### config.mk
export PLATFORM = sky130hd
export DESIGN_NAME = artec_dma_axi_writer
export DESIGN_NICKNAME = d
export VERILOG_FILES = /design/src/rtl/artec_dma_axi_writer.sv
export SDC_FILE = /design/constraint.sdc
export NUM_CORES = 1
export LEC_CHECK = 0
export ABC_AREA = 1
export BUFFER_PORTS_ARGS = -buffer_cell sky130_fd_sc_hd__buf_4
export CAP_MARGIN = 20
export CORE_AREA = 10 10 451 453
export CTS_CLUSTER_DIAMETER = 60
export DETAILED_ROUTE_END_ITERATION = 10
export DIE_AREA = 0 0 461 463
export PLACE_DENSITY = 0.3
export SYNTH_ARGS = -nofsm -noshare
export SYNTH_HDL_FRONTEND = slang
export SYNTH_SLANG_ARGS = --single-unit
### constraint.sdc
create_clock -name clk -period 3.7 [get_ports clk]
set_clock_uncertainty 0.15 [all_clocks]
set_input_delay 0.37 -clock clk [delete_from_list [all_inputs] [get_ports clk]]
set_output_delay 0.37 -clock clk [all_outputs]
set_load 0.005 [all_outputs]
### src/rtl/artec_dma_axi_writer.sv
// DMA write engine: turns {addr, num, eof} tasks plus a beat stream into AXI4 INCR write bursts.
// Define ARTEC_DMA_WR_FRAME_CNT_EN to add the frame_done_o / frame_cnt_o ports.
module artec_dma_axi_writer #(
    parameter int PACKET_SIZE     = 32,
    parameter int DATA_WIDTH      = 512,
    parameter int ADDR_WIDTH      = 32,
    parameter int MAX_OUTSTANDING = 8,
    localparam int NUM_W          = $clog2(PACKET_SIZE) + 1
) (
    input  logic                    clk,
    input  logic                    rst,
    input  logic                    clear_i,
    input  logic                    task_valid_i,
    output logic                    task_ready_o,
    input  logic [ADDR_WIDTH-1:0]   task_addr_i,
    input  logic [NUM_W-1:0]        task_num_i,
    input  logic                    task_eof_i,
    input  logic                    data_valid_i,
    output logic                    data_ready_o,
    input  logic [DATA_WIDTH-1:0]   data_i,
    output logic [ADDR_WIDTH-1:0]   m_awaddr,
    output logic [7:0]              m_awlen,
    output logic [2:0]              m_awsize,
    output logic [1:0]              m_awburst,
    output logic                    m_awvalid,
    input  logic                    m_awready,
    output logic [DATA_WIDTH-1:0]   m_wdata,
    output logic [DATA_WIDTH/8-1:0] m_wstrb,
    output logic                    m_wlast,
    output logic                    m_wvalid,
    input  logic                    m_wready,
    input  logic [1:0]              m_bresp,
    input  logic                    m_bvalid,
    output logic                    m_bready,
    output logic                    busy_o,
    output logic                    err_o,
`ifdef ARTEC_DMA_WR_FRAME_CNT_EN
    output logic                    frame_done_o,
    output logic [31:0]             frame_cnt_o,
`endif
    output logic                    dbg_aw_state
);

    localparam int PW = $clog2(MAX_OUTSTANDING);
    localparam logic [PW:0] DEPTH = (PW + 1)'(MAX_OUTSTANDING);

    typedef enum logic {AW_IDLE = 1'b0, AW_ADDR = 1'b1} aw_state_t;

    aw_state_t          aw_state;
    logic [NUM_W:0]     len_mem [MAX_OUTSTANDING];
    logic [PW:0]        wr_ptr;
    logic [PW:0]        w_rd_ptr;
    logic [PW-1:0]      b_rd_ptr;
    logic [PW:0]        outst;
    logic [PW:0]        w_pending;
    logic [NUM_W-1:0]   aw_num;
    logic               aw_eof;
    logic               task_zero;
    logic               aw_fire;
    logic               w_fire;
    logic               w_start;
    logic               b_legal;
    logic               w_active;
    logic [NUM_W-1:0]   w_beat;
    logic [NUM_W-1:0]   w_last_idx;
    logic [NUM_W:0]     w_head;
    logic [NUM_W:0]     b_head;
    logic               unused_bits;

    assign m_awsize     = 3'($clog2(DATA_WIDTH / 8));
    assign m_awburst    = 2'b01;
    assign m_wstrb      = '1;
    assign m_bready     = 1'b1;
    assign m_wdata      = data_i;
    assign dbg_aw_state = aw_state;

    // All streams use valid/ready: a transfer happens on a rising clk edge where both are high;
    // the source holds payload stable while valid is high and not yet accepted.
    assign w_pending    = wr_ptr - w_rd_ptr;
    assign task_ready_o = (aw_state == AW_IDLE) && task_valid_i && (outst < DEPTH) && (w_pending < DEPTH);
    assign task_zero    = task_ready_o && (task_num_i == '0);
    assign aw_fire      = m_awvalid && m_awready;
    assign b_legal      = m_bvalid && (outst != '0);

    assign w_head       = len_mem[w_rd_ptr[PW-1:0]];
    assign b_head       = len_mem[b_rd_ptr];
    assign m_wvalid     = data_valid_i && w_active;
    assign data_ready_o = m_wready && w_active;
    assign m_wlast      = w_active && (w_beat == w_last_idx);
    assign w_fire       = m_wvalid && m_wready;
    assign w_start      = (!w_active || (w_fire && m_wlast)) && (w_pending != '0);

    assign busy_o       = (outst != '0) || (aw_state == AW_ADDR) || w_active;

    always_ff @(posedge clk) begin
        if (rst) begin
            aw_state  <= AW_IDLE;
            m_awvalid <= 1'b0;
            m_awaddr  <= '0;
            m_awlen   <= '0;
            aw_num    <= '0;
            aw_eof    <= 1'b0;
        end else begin
            case (aw_state)
                AW_IDLE: begin
                    if (task_ready_o && !task_zero) begin
                        m_awaddr  <= task_addr_i;
                        m_awlen   <= 8'(task_num_i - NUM_W'(1));
                        aw_num    <= task_num_i;
                        aw_eof    <= task_eof_i;
                        m_awvalid <= 1'b1;
                        aw_state  <= AW_ADDR;
                    end
                end
                AW_ADDR: begin
                    if (m_awready) begin
                        m_awvalid <= 1'b0;
                        aw_state  <= AW_IDLE;
                    end
                end
                default: aw_state <= AW_IDLE;
            endcase
        end
    end

    // Entries live from AW handshake until their B; the W side reads ahead with its own pointer.
    always_ff @(posedge clk) begin
        if (aw_fire) begin
            len_mem[wr_ptr[PW-1:0]] <= {aw_num, aw_eof};
        end
    end

    always_ff @(posedge clk) begin
        if (rst) begin
            wr_ptr   <= '0;
            w_rd_ptr <= '0;
            b_rd_ptr <= '0;
            outst    <= '0;
        end else begin
            if (aw_fire) wr_ptr <= wr_ptr + (PW + 1)'(1);
            if (w_start) w_rd_ptr <= w_rd_ptr + (PW + 1)'(1);
            if (b_legal) b_rd_ptr <= b_rd_ptr + PW'(1);
            case ({aw_fire, b_legal})
                2'b10:   outst <= outst + (PW + 1)'(1);
                2'b01:   outst <= outst - (PW + 1)'(1);
                default: outst <= outst;
            endcase
        end
    end

    always_ff @(posedge clk) begin
        if (rst) begin
            w_active   <= 1'b0;
            w_beat     <= '0;
            w_last_idx <= '0;
        end else if (w_start) begin
            w_active   <= 1'b1;
            w_beat     <= '0;
            w_last_idx <= w_head[NUM_W:1] - NUM_W'(1);
        end else if (w_fire) begin
            if (m_wlast) begin
                w_active <= 1'b0;
            end else begin
                w_beat <= w_beat + NUM_W'(1);
            end
        end
    end

    always_ff @(posedge clk) begin
        if (rst) begin
            err_o <= 1'b0;
        end else if (clear_i) begin
            err_o <= 1'b0;
        end else if (task_zero || (m_bvalid && ((m_bresp != 2'b00) || (outst == '0)))) begin
            err_o <= 1'b1;
        end
    end

`ifdef ARTEC_DMA_WR_FRAME_CNT_EN
    always_ff @(posedge clk) begin
        if (rst) begin
            frame_done_o <= 1'b0;
            frame_cnt_o  <= '0;
        end else begin
            frame_done_o <= b_legal && b_head[0];
            if (clear_i) begin
                frame_cnt_o <= '0;
            end else if (b_legal && b_head[0]) begin
                frame_cnt_o <= frame_cnt_o + 32'd1;
            end
        end
    end

    assign unused_bits = ^{w_head[0], b_head[NUM_W:1]};
`else
    assign unused_bits = ^{w_head[0], b_head};
`endif

endmodule

==> impl_metrics.csv, run 1 <==
group,metric,value,unit
outcome,status,"complete, no violations",
setup_path,crit_type,"flip-flop to output port",
timing,finalSetupTns,0,ns
final_layout,fin_nets,1415,
synthesis,synthesis.area_per_instance,7.95,sq um
route,met2WireLength,51300,um
floorplanning,floorplan.core_area,194000,sq um
clock_network,cts.root.buffer_cell,"sky130_fd_sc_hd__clkbuf_16",
setup_path,critPathRequiredTime,3.18,ns
setup_path,start_kind,"flip-flop",
final_layout,antenna_cells,0,
final_layout,syn_to_final_growth,6.43,%
placement,placement.io_buffers,95,
global_route,pin_count_of_the_biggest_net_entering_global_routing,50,
synthesis,postSynth.topFlopCell,"sky130_fd_sc_hd__dfxtp_1",
synthesis,synth_async_sr_flop_share,0,
synthesis,synth_enable_flop_cells,48,
floorplanning,die_area,213000,sq um
timing,finalHoldViolCount,0,
floorplanning,floorplan.die.width,461,um
setup_path,timing.critical_path.max_delay_family,"compound AO/OA/AOI/OAI gates",
synthesis,synth.top_cell.area_share,0.451,
synthesis,post_synth_num_cell_types,33,
timing,max_freq,0.375,GHz
route,drt_iter0_drc,192,
global_route,first_global_vias,6220,
final_layout,most-common-layout-cells,"sky130_fd_sc_hd__nand2_1 (122), sky130_fd_sc_hd__nor2_1 (107), sky130_fd_sc_hd__buf_4 (100), sky130_fd_sc_hd__inv_1 (78), sky130_fd_sc_hd__dfxtp_1 (76)",
route,detail_route.wl_per_cell,32.1,um
job,drv_cap,0,
floorplanning,fp.dieH,463,um
route,route.detailed.drc,0,
clock_network,cts_sinks,124,
placement,gp_congestion,0.799,
setup_path,r2r_setup_slack,1.32,ns
route,post_drt_via_cell_ratio,1.68,
timing,finalWorstPathRequiredPeriod,2.66,ns
clock_network,cts_inserted_buffers,17,
global_route,global_route.overflow_total,0,
setup_path,crit_arrival,2.14,ns
timing,max_slew.worst_pin.slew,0.780,ns
final_layout,instances_no_fill,3398,
timing,period_share,0.720,
timing,grt_setup_unrepaired,"false",
timing,slew_headroom,0.478,
route,detailroute.via_count,5714,
route,wirelength,109000,um
setup_path,critical-path-top-cell-by-count,"sky130_fd_sc_hd__buf_4",
placement,place_inst,3334,
setup_path,largest_fanout_on_the_critical_path,4,
final_layout,drive_gt1_frac,0.167,
power,p_leak,3.48,nW
synthesis,yosys_register_bits,124,
floorplanning,starting_density_of_the_core,0.0504,
synthesis,netlist_area,9790,sq um
setup_path,end_kind,"output port",
timing,fin_hold_ws,0.0215,ns
synthesis,top_cells_by_area_synth,"sky130_fd_sc_hd__buf_4 (45%), sky130_fd_sc_hd__dfxtp_1 (16%), sky130_fd_sc_hd__edfxtp_1 (15%)",
global_route,wire_length_of_the_first_global_routing_pass,123000,um
power,power.ir.vdd_worst,338,uV
clock_network,max_root_sink_buffers,2,
setup_path,worstPathCellList,"inv_1 > ha_1 > a21oi_1 > nand3_1 > a21boi_0 > buf_4 > buf_4",
setup_path,cp_slowest_cell,"sky130_fd_sc_hd__dfxtp_1",
clock_network,clkLatencyLatePin,0.44,ns
clock_network,cts.clk_slew.worst_paths,0.06,ns
global_route,number_of_antenna_violations_at_the_first_check_in_global_routing,0,
route,drt.antenna.violating_nets,0,
clock_network,post_cts_buffers,0,
synthesis,syn-instance-count,1231,
setup_path,critical_path.n_buffers_inverters,3,
floorplanning,placement_rows,162,
synthesis,ys_seq_area_frac,0.303,
synthesis,yosys_warnings,0,
final_layout,final_common_cell,"sky130_fd_sc_hd__nand2_1",
global_route,grt_use_total,0.0965,
timing,final_setup_fails,0,
route,routed.top_layer,"met5",
clock_network,cts-htree-levels,4,
clock_network,cts_tree,"built",
timing,report.final.slew_viol_count,0,
synthesis,netlist.top_cell.by_area,"sky130_fd_sc_hd__buf_4",
route,detailedRoute.firstPassIterationCount,5,
floorplanning,top_level_ports,1191,
power,p_per_area,552,nW/um^2
placement,dpl.hpwl,101000,um
setup_path,slowest_delay,0.39,ns
route,routedLengthMet1,17600,um
route,dr_wl_met3,35900,um
worst_hold_path,timing.hold.worst.class,"input pin to flip-flop",
==> tightest hold or removal path: cells and delay by family <==
kind / cells / cell delay (ns)
AND/OR/NAND/NOR: 2 / 0.12
buffers and inverters: 1 / 0.08
==> flip-flops by register name, indices dropped and copies added (netlist names), named ones only <==
signal and flops:
aw_num 6, dbg_aw_state 1, err_o 1, len_mem 48
m_awaddr 32, m_awlen 7, m_awvalid 1, outst 4
w_active 1, w_beat 6, w_last_idx 6, w_rd_ptr 4
wr_ptr 4
==> metrics by stage <==
step	area (sq um)	setup slack, ns	utilization	total power [mW]
after global routing	10400	0.885	0.0536	6.23
after CTS	10400	0.997	0.0536	5.90
after global placement	9470	1.27	0.0488	4.08
after floorplan	10000	1.79	-	3.66
after detailed placement	9470	1.26	0.0488	4.05
final	10400	1.04	0.0536	5.75
==> area by class of cell <==
| cell class | instances | area, sq um |
|---|---|---|
| Fill cell | 22900 | 184000 |
| Tap cell | 2542 | 3180 |
| Sequential cell | 124 | 2960 |
| Multi-Input combinational cell | 484 | 2250 |
| Timing Repair Buffer | 133 | 1090 |
| Clock buffer | 22 | 528 |
| Inverter | 83 | 312 |
| Clock inverter | 10 | 96.3 |
==> worst paths after layout <==
check	start	to	depth (start not counted)
setup / recovery	w_rd_ptr[2]	task_ready_o	7
hold / removal	task_addr_i[18]	m_awaddr[18]	3
setup reg to reg	w_rd_ptr[2]	w_last_idx[5]	11
hold reg to reg	m_awvalid	m_awvalid	2
==> cells in the mapped netlist (2+ instances only) <==
cell / n
sky130_fd_sc_hd__dfxtp_1: 76
sky130_fd_sc_hd__conb_1: 2
sky130_fd_sc_hd__nand2_1: 122
sky130_fd_sc_hd__nand3_1: 44
sky130_fd_sc_hd__buf_2: 11
sky130_fd_sc_hd__inv_1: 78
sky130_fd_sc_hd__nor3_1: 3
sky130_fd_sc_hd__ha_1: 11
sky130_fd_sc_hd__o21ai_0: 56
sky130_fd_sc_hd__buf_4: 588
sky130_fd_sc_hd__nor2_1: 107
sky130_fd_sc_hd__edfxtp_1: 48
sky130_fd_sc_hd__a21oi_1: 34
sky130_fd_sc_hd__clkbuf_1: 7
sky130_fd_sc_hd__o211ai_1: 2
sky130_fd_sc_hd__inv_2: 4
sky130_fd_sc_hd__xnor2_1: 9
sky130_fd_sc_hd__nand4_1: 7
sky130_fd_sc_hd__xor2_1: 8
==> what timing repair did <==
action | CTS | global route
hold buffers | 32 | 0
gates resized for setup | 0 | 0
hold endpoints to repair | 32 | 0
endpoints found under the setup margin | 0 | 0
==> cell families after synthesis <==
kind of cell	after synthesis	synth area share
flops	124	0.303
buf+inv	691	0.494
fa+ha+maj	11	0.0141
xor+xnor	17	0.0152
compound gates	99	0.0529
simple gates	287	0.120
other cells	2	0.000767
==> where the power goes <==
group | leakage, nW | switching [mW] | internal (mW)
registers | 1.07 | 0.222 | 1.76
clock network | 0.313 | 0.673 | 1.08
logic | 2.10 | 1.24 | 0.763
==> routing by layer <==
layer,track usage,vias up
met2,0.162,819
li1,-,2405
met4,0.0289,12
met3,0.149,154
met5,0.0170,-
met1,0.0444,2324
No activity file was read; power rests on OpenSTA's default activity.
==> run 2, diff against run 1 <==
==> constraint.sdc (replaced) <==
create_clock -name clk -period 2.2 [get_ports clk]
set_clock_uncertainty 0.15 [all_clocks]
set_input_delay 0.22 -clock clk [delete_from_list [all_inputs] [get_ports clk]]
set_output_delay 0.22 -clock clk [all_outputs]
set_load 0.005 [all_outputs]
==> run 2 against run 1 <==
Compared with the run above: flip-flop and latch count is the same; largest cell class unchanged; combinational power grew 110%; hold slack gained 0.12 ns; final cell count grew 1.5%; register-to-register slack lost 1.2 ns; setup slack got worse by 0.99 ns; die area did not move; clock power rose by 64%; count of clock-buffer cells in the layout down 3; total power is 80% higher; global-route usage barely moved.
==> impl_metrics.csv, run 2 (same netlist as run 1, synthesis figures left out) <==
group,metric,value,unit
setup_path,end_kind,"output port",
final_layout,fin_nets,1466,
final_layout,final_common_cell,"sky130_fd_sc_hd__buf_4",
setup_path,crit_path_start,"w_rd_ptr[2]",
timing,finalHoldViolCount,0,
timing,grt_setup_unrepaired,"true",
global_route,grt_use_total,0.0967,
clock_network,cts.clk_slew.worst_paths,0.06,ns
setup_path,timing.rr.end,"m_awaddr[26]",
power,p_per_area,944,nW/um^2
floorplanning,starting_density_of_the_core,0.0504,
power,power.ir.vdd_worst,555,uV
clock_network,max_root_sink_buffers,2,
route,detailroute.via_count,5917,
route,detailedRoute.firstPassIterationCount,5,
timing,report.final.slew_viol_count,0,
route,route.detailed.drc,0,
clock_network,cts_sinks,124,
clock_network,cts-htree-levels,4,
setup_path,crit_arrival,1.78,ns
floorplanning,placement_rows,162,
route,wirelength,110000,um
floorplanning,floorplan.core_area,194000,sq um
route,drt_iter0_drc,278,
route,post_drt_via_cell_ratio,1.72,
setup_path,largest_fanout_on_the_critical_path,3,
final_layout,largest_reg_flops,48,
global_route,wire_length_of_the_first_global_routing_pass,123000,um
final_layout,antenna_cells,0,
clock_network,cts_inserted_buffers,17,
setup_path,crit_type,"flip-flop to output port",
timing,fin_hold_ws,0.143,ns
outcome,status,"complete, no violations",
global_route,number_of_antenna_violations_at_the_first_check_in_global_routing,0,
floorplanning,floorplan.die.width,461,um
clock_network,cts.root.buffer_cell,"sky130_fd_sc_hd__clkbuf_16",
timing,setup_slack,0.0480,ns
floorplanning,die_area,213000,sq um
power,p_leak,3.75,nW
timing,final_setup_fails,0,
worst_hold_path,worst_hold_startpoint,"m_bresp[1]",
final_layout,drive_gt1_frac,0.230,
worst_hold_path,timing.hold.worst.class,"input pin to flip-flop",
placement,gp_congestion,0.800,
final_layout,layout.filler_cells,22900,
global_route,global_route.overflow_total,0,
route,detail_route.wl_per_cell,32.0,um
timing,period_share,0.978,
placement,placedInstanceArea,9720,sq um
placement,placement.setup.worst_slack,0.0229,ns
placement,placement.io_buffers,95,
clock_network,cts_tree,"built",
timing,finalWorstPathRequiredPeriod,2.15,ns
floorplanning,top_level_ports,1191,
timing,finalSetupTns,0,ns
power,fin_total_pwr,10.4,mW
final_layout,final_design_area_no_fill,11000,sq um
final_layout,most-common-layout-cells,"sky130_fd_sc_hd__buf_4 (134), sky130_fd_sc_hd__nand2_1 (120), sky130_fd_sc_hd__nor2_1 (106), sky130_fd_sc_hd__inv_1 (73), sky130_fd_sc_hd__dfxtp_1 (72)",
timing,max_freq,0.465,GHz
setup_path,critical_path.endpoint,"task_ready_o",
floorplanning,fp.dieH,463,um
global_route,pin_count_of_the_biggest_net_entering_global_routing,48,
final_layout,syn_to_final_growth,12.1,%
setup_path,start_kind,"flip-flop",
route,drt.antenna.violating_nets,0,
placement,dpl.hpwl,102000,um
setup_path,r2r_setup_slack,0.13,ns
setup_path,cells_on_worst_reg2reg_path,11,
setup_path,critPathRequiredTime,1.83,ns
global_route,first_global_vias,6309,
clock_network,clkLatencyLatePin,0.43,ns
setup_path,crit-reg2reg-launch,"w_rd_ptr[2]",
job,drv_cap,0,
-- run 2: what timing repair did --
| item | in CTS | in global routing |
|---|---|---|
| setup endpoints to repair | 1 | 46 |
| hold buffers | 42 | 0 |
| cloned | 0 | 3 |
| pin swaps | 4 | 6 |
| gates resized for setup | 15 | 21 |
| setup buffers | 3 | 3 |
| endpoints found under the hold margin | 51 | 0 |
-- run 2: final cells by class --
type	count	area, sq um	share of cell area
flip-flops and latches	124	2970	0.270
multi-input cells	484	2360	0.215
well taps	2542	3180	0.290
clock buffers	19	453	0.0413
repair buffers	184	1560	0.142
inverters	83	318	0.0290
clock inverters	13	136	0.0124
-- run 2: layer usage --
layer	track usage	up-vias	routed length, um
li1	-	2500	-
met1	0.0440	2431	17700
met2	0.164	825	52600
met3	0.149	151	35900
met4	0.0277	10	3410
met5	0.0156	-	476
-- run 2: worst min-delay path by stage --
| stage | end | depth (start not counted) |
|---|---|---|
| after floorplan | err_o | 1 |
| after global routing | err_o | 5 |
| after global placement | err_o | 2 |
| after CTS | w_active | 6 |
| final | err_o | 5 |
| after detailed placement | err_o | 2 |
-- run 2: worst max-delay path, cell delays in order, from the launching register on --
cell,delay (ns)
sky130_fd_sc_hd__dfxtp_2,0.33
sky130_fd_sc_hd__inv_2,0.04
sky130_fd_sc_hd__ha_4,0.29
sky130_fd_sc_hd__nand3_4,0.07
sky130_fd_sc_hd__a21o_1,0.20
sky130_fd_sc_hd__a21boi_2,0.16
sky130_fd_sc_hd__buf_6,0.14
sky130_fd_sc_hd__buf_6,0.10
-- run 2: stage by stage --
step                      std cells  utilization
after global routing           3449       0.0565
after detailed placement       3366       0.0501
after floorplan                1299            -
after global placement         3366       0.0501
final                          3449       0.0565
after CTS                      3443       0.0557
-- run 2: power by group --
| part | switching (mW) | leakage, nW | internal (mW) | total, mW |
|---|---|---|---|---|
| Sequential | 0.383 | 1.07 | 2.97 | 3.36 |
| Combinational | 2.34 | 2.38 | 1.78 | 4.12 |
| Clock | 1.15 | 0.295 | 1.73 | 2.88 |
| Total | 3.87 | 3.75 | 6.49 | 10.4 |
==> run 3, diff against run 2 <==
--- a/config.mk
+++ b/config.mk
@@ -5,13 +5,12 @@
 export SDC_FILE = /design/constraint.sdc
 export NUM_CORES = 1
 export LEC_CHECK = 0
-export ABC_AREA = 1
 export BUFFER_PORTS_ARGS = -buffer_cell sky130_fd_sc_hd__buf_4
 export CAP_MARGIN = 20
-export CORE_AREA = 10 10 451 453
+export CORE_AREA = 10 10 457 459
 export CTS_CLUSTER_DIAMETER = 60
 export DETAILED_ROUTE_END_ITERATION = 10
-export DIE_AREA = 0 0 461 463
+export DIE_AREA = 0 0 467 469
 export PLACE_DENSITY = 0.3
 export SYNTH_ARGS = -nofsm -noshare
 export SYNTH_HDL_FRONTEND = slang
==> run 3 against run 2 <==
Compared with the run above: utilization rose by 0.12 points; count of clock-buffer cells in the layout fell by 2; largest power group unchanged; the run now ends with negative setup slack left; final cell count fell by 1.4%.
==> impl_metrics.csv, run 3 <==
group,metric,value,unit
route,detailroute.via_count,5372,
setup_path,r2r_setup_slack,-0.02,ns
synthesis,synth.top_cell.area_share,0.466,
timing,final_setup_fails,5,
setup_path,largest_fanout_on_the_critical_path,3,
power,p_leak,3.44,nW
power,clock_power_share,0.284,
placement,gp_congestion,0.716,
power,power.switching,4.05,mW
global_route,pin_count_of_the_biggest_net_entering_global_routing,63,
power,pwr-share-seq,0.283,
timing,max_freq,0.444,GHz
global_route,global_route.overflow_total,0,
worst_hold_path,hold_end,"w_beat[0]",
power,power.ir.vdd_worst,658,uV
synthesis,netlist.top_cell.by_area,"sky130_fd_sc_hd__buf_4",
route,post_drt_via_cell_ratio,1.58,
outcome,status,"complete, but fails checks",
route,drt_iter0_drc,195,
floorplanning,die_area,219000,sq um
timing,period_share,1.02,
worst_hold_path,worst_hold_startpoint,"m_wready",
clock_network,clkLatencyLatePin,0.48,ns
floorplanning,floorplan.die.width,467,um
floorplanning,starting_density_of_the_core,0.0475,
synthesis,yosys_warnings,0,
worst_hold_path,worst_hold_path.num_cells,4,
global_route,wire_length_of_the_first_global_routing_pass,118000,um
power,switching_share,0.370,
setup_path,crit_type,"flip-flop to output port",
setup_path,end_kind,"output port",
placement,placement.io_buffers,95,
setup_path,crit-reg2reg-launch,"w_rd_ptr[2]",
clock_network,cts_inserted_buffers,17,
route,detail_route.wl_per_cell,31.4,um
timing,finalWorstPathRequiredPeriod,2.25,ns
clock_network,cts.root.buffer_cell,"sky130_fd_sc_hd__clkbuf_16",
worst_hold_path,timing.hold.worst.class,"input pin to flip-flop",
clock_network,cts_tree,"built",
timing,max_slew.worst_pin.slew,0.532,ns
route,route.detailed.drc,0,
timing,finalSetupTns,-0.0912,ns
synthesis,yosysMostFrequentCell,"sky130_fd_sc_hd__buf_4",
final_layout,finish.utilization,0.0577,
clock_network,max_root_sink_buffers,2,
synthesis,syn-instance-count,1038,
floorplanning,top_level_ports,1191,
synthesis,post_synth_num_cell_types,47,
final_layout,most-common-layout-cells,"sky130_fd_sc_hd__buf_4 (145), sky130_fd_sc_hd__conb_1 (70), sky130_fd_sc_hd__dfxtp_1 (69), sky130_fd_sc_hd__nand2_1 (67), sky130_fd_sc_hd__edfxtp_1 (48)",
final_layout,drive_gt1_frac,0.412,
timing,report.final.slew_viol_count,0,
power,internal-power,6.89,mW
power,fin_total_pwr,10.9,mW
synthesis,netlist_area,9470,sq um
setup_path,timing.rr.end,"m_awvalid",
global_route,first_global_vias,5473,
synthesis,leading_cell_types_by_count_after_synthesis,"sky130_fd_sc_hd__buf_4 (588), sky130_fd_sc_hd__nand2_1 (86), sky130_fd_sc_hd__dfxtp_1 (76), sky130_fd_sc_hd__edfxtp_1 (48), sky130_fd_sc_hd__a21oi_1 (44)",
global_route,grt_use_total,0.0924,
floorplanning,fp.dieH,469,um
clock_network,cts-htree-levels,4,
final_layout,syn_to_final_growth,21.4,%
final_layout,fin_nets,1301,
synthesis,top_cells_by_area_synth,"sky130_fd_sc_hd__buf_4 (47%), sky130_fd_sc_hd__dfxtp_1 (16%), sky130_fd_sc_hd__edfxtp_1 (15%)",
synthesis,postSynth.topFlopCell,"sky130_fd_sc_hd__dfxtp_1",
synthesis,synthesis.area_per_instance,9.12,sq um
timing,finalHoldViolCount,0,
route,wirelength,107000,um
synthesis,synth_async_sr_flop_share,0,
route,detailedRoute.firstPassIterationCount,4,
outcome,failing_checks,"negative setup slack",
timing,grt_setup_unrepaired,"true",
setup_path,critPathRequiredTime,1.83,ns
timing,setup_slack,-0.0514,ns
power,combinationalPowerShare,0.433,
placement,dpl.hpwl,97600,um
job,drv_cap,0,
route,drt.antenna.violating_nets,0,
final_layout,final_common_cell,"sky130_fd_sc_hd__buf_4",
final_layout,largest_reg_flops,48,
setup_path,start_kind,"flip-flop",
setup_path,crit_arrival,1.88,ns
global_route,number_of_antenna_violations_at_the_first_check_in_global_routing,21,
setup_path,cells_on_worst_reg2reg_path,11,
timing,slew_headroom,0.645,
floorplanning,floorplan.core_area,199000,sq um
synthesis,ys_seq_area_frac,0.313,
floorplanning,placement_rows,164,
synthesis,synth_enable_flop_cells,48,
synthesis,yosys_register_bits,124,
placement,placement.setup.worst_slack,-0.258,ns
power,p_per_area,952,nW/um^2
clock_network,cts_sinks,124,
clock_network,cts.clk_slew.worst_paths,0.07,ns
## run 3: cell count changes in the layout (fill, tap and decap cells not counted), moves of 11 or more
cell                      before  now
sky130_fd_sc_hd__a21oi_2       1   22
sky130_fd_sc_hd__buf_4       134  145
sky130_fd_sc_hd__inv_1        73    3
sky130_fd_sc_hd__mux2i_1       0   14
sky130_fd_sc_hd__mux4_2        0   12
sky130_fd_sc_hd__nand2_1     120   67
sky130_fd_sc_hd__nand3_1      42    8
sky130_fd_sc_hd__nor2_1      106   28
sky130_fd_sc_hd__o21ai_0      54    2
## run 3: critical path: stages, from the launching register on
cell and delay (ns):
sky130_fd_sc_hd__dfxtp_2 0.33, sky130_fd_sc_hd__inv_2 0.04, sky130_fd_sc_hd__ha_4 0.27, sky130_fd_sc_hd__nand3b_1 0.12
sky130_fd_sc_hd__a21o_1 0.21, sky130_fd_sc_hd__a21oi_2 0.17, sky130_fd_sc_hd__buf_4 0.14, sky130_fd_sc_hd__buf_6 0.12
## run 3: cell families (layout without fill, tap and decap cells)
kind of cell | Yosys count | count (layout) | synth area share
buffers and inverters | 612 | 248 | 0.478
adder cells (fa/ha/maj) | 11 | 11 | 0.0145
other | 2 | 74 | 0.000793
AND/OR/NAND/NOR | 170 | 170 | 0.0805
XOR/XNOR | 29 | 29 | 0.0284
AO/OA/AOI/OAI | 64 | 64 | 0.0420
multiplexers | 26 | 26 | 0.0433
flip-flops | 124 | 124 | 0.313
## run 3: timing repair
action	4_1_cts	5_1_grt
endpoints found under the setup margin	50	65
pin swaps	11	34
setup buffers	6	6
gates cloned	3	3
hold buffers	42	0
endpoints found under the hold margin	60	0
gates resized for setup	24	102
## run 3: worst max path at each step
stage / depth (start not counted) / startpoint / end / slack [ns]
global route: 7 / w_rd_ptr[2] / task_ready_o / -0.16
CTS: 7 / w_rd_ptr[2] / task_ready_o / -0.09
finish: 7 / w_rd_ptr[2] / task_ready_o / -0.05
global placement: 9 / outst[3] / outst[2] / -0.23
detailed placement: 10 / outst[3] / outst[3] / -0.26
floorplan: 10 / w_rd_ptr[2] / w_last_idx[0] / -0.01
## run 3: per-layer routing
metal,vias to the layer above,part of all wire,global-route usage
met5,-,0.0024,0.00692
li1,2097,-,-
met4,14,0.045,0.0412
met1,2195,0.15,0.0401
met2,806,0.46,0.146
met3,260,0.35,0.151
## run 3: area by class of cell
type | count | area, sq um
fill | 23400 | 188000
tap | 2656 | 3320
sequential | 124 | 2970
multi-input combinational | 370 | 2650
timing repair buffer | 210 | 1920
clock buffer | 17 | 425
clock inverter | 15 | 178
inverter | 6 | 22.5
antenna | 4 | 10.0
## run 3: per-stage QoR
stage	cells	cell area, sq um	hold slack [ns]
global route	3400	11500	0.150
CTS	3391	11000	0.0655
global placement	3308	9770	0.276
detailed placement	3308	9770	0.273
finish	3402	11500	0.149
floorplan	1106	9730	0.147
## run 3: power groups by stage
| stage | logic, mW | clock network, mW | registers [mW] |
|---|---|---|---|
| after floorplan | 2.58 | 0 | 3.05 |
| after global placement | 3.59 | 0 | 3.12 |
| after detailed placement | 3.58 | 0 | 3.12 |
| after CTS | 4.20 | 3.33 | 3.09 |
| after global routing | 5.19 | 3.36 | 3.16 |
| final | 4.74 | 3.11 | 3.10 |
